$ cat src/rtl/uart_pkg.sv
// Shared definitions for the UART frame controller: frame FSM states,
// frame-format constants and bit/byte timing helpers.
package uart_pkg;

  localparam logic [7:0]  SYNC_DEFAULT  = 8'hA5;
  localparam int unsigned MAX_LEN       = 14;
  localparam int unsigned BITS_PER_BYTE = 10;

  typedef enum logic [1:0] {
    ST_IDLE,
    ST_LEN,
    ST_PAYLOAD,
    ST_CHECK
  } frame_state_t;

  // One byte time on the line, in system clock cycles (start + 8 data + stop).
  function automatic int unsigned byte_time_cycles(input int unsigned clk_freq,
                                                   input int unsigned bps);
    return BITS_PER_BYTE * (clk_freq / bps);
  endfunction

endpackage

$ cat src/rtl/uart_gap_timer.sv
// Inter-byte gap timer: counts cycles while run is high and clear is low,
// and emits a registered one-cycle expire pulse once LIMIT cycles have elapsed.
module uart_gap_timer #(
  parameter int unsigned LIMIT = 300
) (
  input  logic sys_clk,
  input  logic sys_rst_n,
  input  logic clear,
  input  logic run,
  output logic expire
);

  localparam int unsigned CW   = $clog2(LIMIT + 1);
  localparam logic [CW-1:0] LAST = CW'(LIMIT - 1);

  logic [CW-1:0] r_cnt;
  logic          r_expire;

  always_ff @(posedge sys_clk or negedge sys_rst_n) begin
    if (!sys_rst_n) begin
      r_cnt    <= '0;
      r_expire <= 1'b0;
    end else begin
      r_expire <= 1'b0;
      if (clear || !run) begin
        r_cnt <= '0;
      end else if (r_cnt == LAST) begin
        r_cnt    <= '0;
        r_expire <= 1'b1;
      end else begin
        r_cnt <= r_cnt + CW'(1);
      end
    end
  end

  assign expire = r_expire;

endmodule

$ cat src/rtl/uart_frame_ctrl.sv
// Frame parser for SYNC/LEN/payload/CHK frames arriving from a byte UART,
// with a single-entry valid/ready output register and error pulses.
module uart_frame_ctrl
  import uart_pkg::*;
#(
  parameter int unsigned CLK_FREQ  = 50000000,
  parameter int unsigned UART_BPS  = 9600,
  parameter int unsigned GAP_BYTES = 3,
  parameter logic [7:0]  SYNC      = SYNC_DEFAULT
) (
  input  logic         sys_clk,
  input  logic         sys_rst_n,
  input  logic         rx_done,
  input  logic [7:0]   rx_byte,
  output logic         pkt_valid,
  input  logic         pkt_ready,
  output logic [3:0]   pkt_len,
  output logic [111:0] pkt_data,
  output logic         err_chk,
  output logic         err_timeout,
  output logic         err_len,
  output logic [7:0]   drop_cnt
);

  localparam int unsigned GAP_LIMIT = GAP_BYTES * byte_time_cycles(CLK_FREQ, UART_BPS);

  frame_state_t r_state;
  frame_state_t w_state_nxt;

  logic [3:0]   r_len;
  logic [7:0]   r_sum;
  logic [3:0]   r_idx;
  logic [111:0] r_buf;

  logic         r_pkt_valid;
  logic [3:0]   r_pkt_len;
  logic [111:0] r_pkt_data;
  logic         r_err_chk;
  logic         r_err_timeout;
  logic         r_err_len;
  logic [7:0]   r_drop_cnt;

  logic         w_expire;
  logic         w_timer_run;
  logic         w_len_ok;
  logic [7:0]   w_chk_exp;
  logic         w_chk_ok;
  logic         w_commit;
  logic         w_err_chk;
  logic         w_err_timeout;
  logic         w_err_len;
  logic         w_handshake;

  assign w_timer_run = (r_state != ST_IDLE);

  uart_gap_timer #(
    .LIMIT (GAP_LIMIT)
  ) u_gap_timer (
    .sys_clk   (sys_clk),
    .sys_rst_n (sys_rst_n),
    .clear     (rx_done),
    .run       (w_timer_run),
    .expire    (w_expire)
  );

  assign w_len_ok  = (rx_byte != 8'd0) && (rx_byte <= 8'(MAX_LEN));
  assign w_chk_exp = r_sum + {4'h0, r_len};
  assign w_chk_ok  = (rx_byte == w_chk_exp);

  always_ff @(posedge sys_clk or negedge sys_rst_n) begin
    if (!sys_rst_n) begin
      r_state <= ST_IDLE;
    end else begin
      r_state <= w_state_nxt;
    end
  end

  // A received byte takes priority over a coincident gap expiry.
  always_comb begin
    w_state_nxt   = r_state;
    w_commit      = 1'b0;
    w_err_chk     = 1'b0;
    w_err_timeout = 1'b0;
    w_err_len     = 1'b0;
    if (rx_done) begin
      unique case (r_state)
        ST_IDLE: begin
          if (rx_byte == SYNC) w_state_nxt = ST_LEN;
        end
        ST_LEN: begin
          if (w_len_ok) begin
            w_state_nxt = ST_PAYLOAD;
          end else begin
            w_err_len   = 1'b1;
            w_state_nxt = ST_IDLE;
          end
        end
        ST_PAYLOAD: begin
          if (r_idx == (r_len - 4'd1)) w_state_nxt = ST_CHECK;
        end
        ST_CHECK: begin
          if (w_chk_ok) w_commit  = 1'b1;
          else          w_err_chk = 1'b1;
          w_state_nxt = ST_IDLE;
        end
        default: w_state_nxt = ST_IDLE;
      endcase
    end else if (w_expire && (r_state != ST_IDLE)) begin
      w_err_timeout = 1'b1;
      w_state_nxt   = ST_IDLE;
    end
  end

  always_ff @(posedge sys_clk or negedge sys_rst_n) begin
    if (!sys_rst_n) begin
      r_len <= '0;
      r_sum <= '0;
      r_idx <= '0;
      r_buf <= '0;
    end else if (rx_done) begin
      if (r_state == ST_LEN && w_len_ok) begin
        r_len <= rx_byte[3:0];
        r_sum <= '0;
        r_idx <= '0;
        r_buf <= '0;
      end else if (r_state == ST_PAYLOAD) begin
        r_buf[{r_idx, 3'b000} +: 8] <= rx_byte;
        r_sum <= r_sum + rx_byte;
        r_idx <= r_idx + 4'd1;
      end
    end
  end

  assign w_handshake = r_pkt_valid && pkt_ready;

  always_ff @(posedge sys_clk or negedge sys_rst_n) begin
    if (!sys_rst_n) begin
      r_pkt_valid <= 1'b0;
      r_pkt_len   <= '0;
      r_pkt_data  <= '0;
      r_drop_cnt  <= '0;
    end else if (w_commit) begin
      if (!r_pkt_valid || pkt_ready) begin
        r_pkt_valid <= 1'b1;
        r_pkt_len   <= r_len;
        r_pkt_data  <= r_buf;
      end else if (r_drop_cnt != 8'hFF) begin
        r_drop_cnt <= r_drop_cnt + 8'd1;
      end
    end else if (w_handshake) begin
      r_pkt_valid <= 1'b0;
    end
  end

  always_ff @(posedge sys_clk or negedge sys_rst_n) begin
    if (!sys_rst_n) begin
      r_err_chk     <= 1'b0;
      r_err_timeout <= 1'b0;
      r_err_len     <= 1'b0;
    end else begin
      r_err_chk     <= w_err_chk;
      r_err_timeout <= w_err_timeout;
      r_err_len     <= w_err_len;
    end
  end

  assign pkt_valid   = r_pkt_valid;
  assign pkt_len     = r_pkt_len;
  assign pkt_data    = r_pkt_data;
  assign err_chk     = r_err_chk;
  assign err_timeout = r_err_timeout;
  assign err_len     = r_err_len;
  assign drop_cnt    = r_drop_cnt;

endmodule

$ cat config.mk
export PLATFORM = sky130hd
export DESIGN_NAME = uart_frame_ctrl
export DESIGN_NICKNAME = d
export VERILOG_FILES = /design/src/rtl/uart_pkg.sv /design/src/rtl/uart_gap_timer.sv /design/src/rtl/uart_frame_ctrl.sv
export SDC_FILE = /design/constraint.sdc
export NUM_CORES = 1
export LEC_CHECK = 0
export BUFFER_PORTS_ARGS = -buffer_cell sky130_fd_sc_hd__buf_4
export CORE_ASPECT_RATIO = 0.7
export CORE_MARGIN = 5
export CORE_UTILIZATION = 50
export DETAILED_ROUTE_END_ITERATION = 16
export GPL_TIMING_DRIVEN = 0
export PLACE_DENSITY = 0.79
export REMOVE_ABC_BUFFERS = 1
export SLEW_MARGIN = 20
export SYNTH_ARGS = -nofsm -noshare
export SYNTH_HDL_FRONTEND = slang
export SYNTH_SLANG_ARGS = --single-unit
$ cat constraint.sdc
create_clock -name sys_clk -period 5.1 [get_ports sys_clk]
set_clock_uncertainty 0.05 [all_clocks]
set_input_delay 0.255 -clock sys_clk [delete_from_list [all_inputs] [get_ports sys_clk]]
set_output_delay 0.255 -clock sys_clk [all_outputs]
set_load 0.005 [all_outputs]
==> flow_summary.toml <==
[status]
status = "completed"

[route]
vias_per_cell = 5.67
drcViolationCount = 0
wire_per_inst_um = 19.6
drt_pass1_iterations = 5
via_count = 8267
ant_nets = 0
routed_wirelength_um = 28500
drtIter0Drc = 649

[power]
seqPwrFrac_pct = 48.7
p_int_mw = 3.53
power_switching_uw = 994
p_clk_share_pct = 48.5
power.leakage_nw = 7.05
pwr-share-comb_pct = 2.8
p_per_area_nw_per_um2 = 319
irDropWorstVdd_v = 0.000238
p_sw_share_pct = 22.0

[logic_synthesis]
ys_seq_area_share_pct = 58.6
ys_ff_latch = 277
synth_area_um2 = 11800
yosys_warnings = 0
async_flop_share_pct = 100
synth_cell_types = 47
yosys-mux-area-fraction_pct = 11.3
synth-edff-count = 0
synth_top_family_by_area = "simple AND/OR/NAND/NOR gates"
synthFlopType = "dfrtp_1"
synth_top_area_share_pct = 58.6
syn_avg_cell_area_um2 = 11.9
synth_top_cell_by_area = "dfrtp_1"
synth_most_common_cell = "dfrtp_1"
ys_top_cells_by_area = "dfrtp_1 (59%), mux2_2 (7.5%), mux2_1 (3.8%)"
yosys.area_share.simple_pct = 12.6
synth_common_cells = "dfrtp_1 (277), nand2_1 (115), mux2_2 (79), nand3_1 (75), nor2_1 (50)"
synthXorXnorAreaFrac_pct = 3.33
synth_fa_ha_area_share_pct = 2.24
synth_cells = 994
synth-compound-area-share_pct = 9.43

[worst_setup_path]
critical_path_class = "flip-flop to flip-flop"
worstPathArrival_ns = 4.36
cp_max_fo = 50
ff2ff_setup_slack_ns = 1.13
worstPathRequired_ns = 5.49
cp-start-kind = "flip-flop"
endpoint_kind = "flip-flop"

[hold_path]
hp-class = "primary input to flip-flop"

[die]
dieArea_um2 = 26900
row_count = 47
core_um2 = 23500
die_h_um = 139
dieWidth_um = 194
start_util_pct = 50.4
ios = 140

[grt]
grt_pass1_wl_um = 45800
grt_use_met3_pct = 4.83
grtUsageMet2_pct = 31.6
grt_overflow = 0
top_usage_layer = "met2"
grt_pass1_vias = 8264
grt_start_max_net_pins = 101
antenna_found_initial = 0
grtUsageMet1_pct = 30.6
grt_usage_pct = 20.6

[timing]
fmax_ghz = 0.252
fin_crit_sh_pct = 77.8
fin_crit_ns = 3.97
rsz0062_at_grt = "no"
worst_pin_slew_ns = 0.962
slew_headroom_pct = 35.4
hold_viol_final = 0
final_max_slew_viol_count = 0
finalSetupViolCount = 0
holdWs_ns = 0.0219
fin_tns_setup_ns = 0

[cells_and_area]
fill_cells = 1847
antenna_cells = 0
fin_area_um2 = 14200
fin_nets = 1151
final_layout_size_suffix_gt1_share_pct = 24.6
syn2layout_area_growth_pct = 20.0

[clocking]
cts_tree = "yes"
clk_latency_ns = 0.56
cts_root_buf = "clkbuf_16"
cts_buffer_depth = 3
clk_pin_slew_ns = 0.07
ctsHtreeMaxLevel = 1
cts.sinks = 277
cts_made_buffers = 28
post_cts.repair.setup_buffers = 0

[place]
dp.final_hpwl_um = 18400
gp_congestion = 0.845
portBuffers = 139
dpl_cell_area_um2 = 13200

[flow_run]
max-cap-violations = 0
critical path, stage by stage, from the launching register on:
cell and delay (ns):
dfrtp_1 0.44, ha_1 0.24, inv_1 0.07, fa_1 0.39, nand2b_1 0.18, a211oi_1 0.28, xnor2_1 0.11, nor2_1 0.61
nand3_4 0.67, buf_16 0.42, mux2_1 0.36
power groups by stage:
| stage | sequential [mW] | clock [mW] | combinational (mW) |
|---|---|---|---|
| 2_1_floorplan | 2.24 | 0 | 0.0359 |
| 3_3_place_gp | 2.24 | 0 | 0.120 |
| 3_5_place_dp | 2.24 | 0 | 0.129 |
| 4_1_cts | 2.20 | 2.23 | 0.131 |
| 5_1_grt | 2.20 | 2.32 | 0.144 |
| 6_report | 2.20 | 2.20 | 0.128 |
worst paths after layout:
kind | startpoint | endpoint | cells past startpoint
setup reg to reg | r_len[0]$_DFFE_PN0P_ | pkt_data[104]$_DFFE_PN0P_ | 10
setup / recovery | r_len[0]$_DFFE_PN0P_ | pkt_data[104]$_DFFE_PN0P_ | 10
min in group asynchronous | sys_rst_n | pkt_data[43]$_DFFE_PN0P_ | 2
max in group asynchronous | sys_rst_n | drop_cnt[1]$_DFFE_PN0P_ | 3
hold reg to reg | r_buf[21]$_DFFE_PN0P_ | r_buf[21]$_DFFE_PN0P_ | 2
hold / removal | rx_byte[7] | r_buf[7]$_DFFE_PN0P_ | 3
state kept, by name, indices dropped and copies added (netlist names), 2 cells and up:
register / flops
drop_cnt: 8
pkt_data: 112
pkt_len: 4
r_buf: 112
r_idx: 4
r_len: 4
r_state: 2
r_sum: 8
u_gap_timer.r_cnt: 18
cell type report:
| class | count | area (µm²) | share of cell area [%] |
|---|---|---|---|
| clock buffers | 35 | 747 | 5.26 |
| clock inverters | 16 | 248 | 1.75 |
| repair buffers | 148 | 1210 | 8.53 |
| multi-input cells | 653 | 4620 | 32.5 |
| inverters | 11 | 41.3 | 0.291 |
| flip-flops and latches | 277 | 6930 | 48.8 |
| well taps | 318 | 398 | 2.80 |
cell families (layout without fill, tap and decap cells):
family	after synthesis	in the layout
and+or+nand+nor	318	318
adders and majority gates	20	20
DFF	277	277
AOI/OAI and AO/OA	151	151
xor gates and xnor gates	45	45
muxes	119	119
buffers and inverters	64	210
routing by layer:
layer,up-vias,routed length [µm]
met2,287,12600
met1,4140,13000
met4,0,465
met3,38,2400
li1,3802,-
met5,-,0
metrics by stage:
| step | instances | utilization, % | total power, mW | setup slack (ns) |
|---|---|---|---|---|
| after floorplan | 941 | - | 2.28 | 1.31 |
| after global placement | 1398 | 55.5 | 2.36 | 0.428 |
| after detailed placement | 1404 | 56.1 | 2.37 | 1.13 |
| after CTS | 1458 | 60.5 | 4.56 | 1.10 |
| after global routing | 1458 | 60.5 | 4.67 | 0.865 |
| final | 1458 | 60.5 | 4.53 | 1.13 |
layout by cell type, fill, tap and decap left out, types with 21 or more instances in the layout:
master and instances:
dfrtp_1 277, buf_4 139, nand2_1 114, mux2_2 79, nand3_1 75, nor2_1 50
a22o_1 41, mux2_1 40, o21ai_0 34, clkbuf_16 28, xnor2_1 27, o31ai_1 21
timing repair:
| item | CTS | global route |
|---|---|---|
| setup endpoints to repair | 0 | 0 |
| gates resized for setup | 0 | 0 |
| endpoints found under the hold margin | 101 | 0 |
| hold buffers | 3 | 0 |
(Power assumes the default switching activity.)
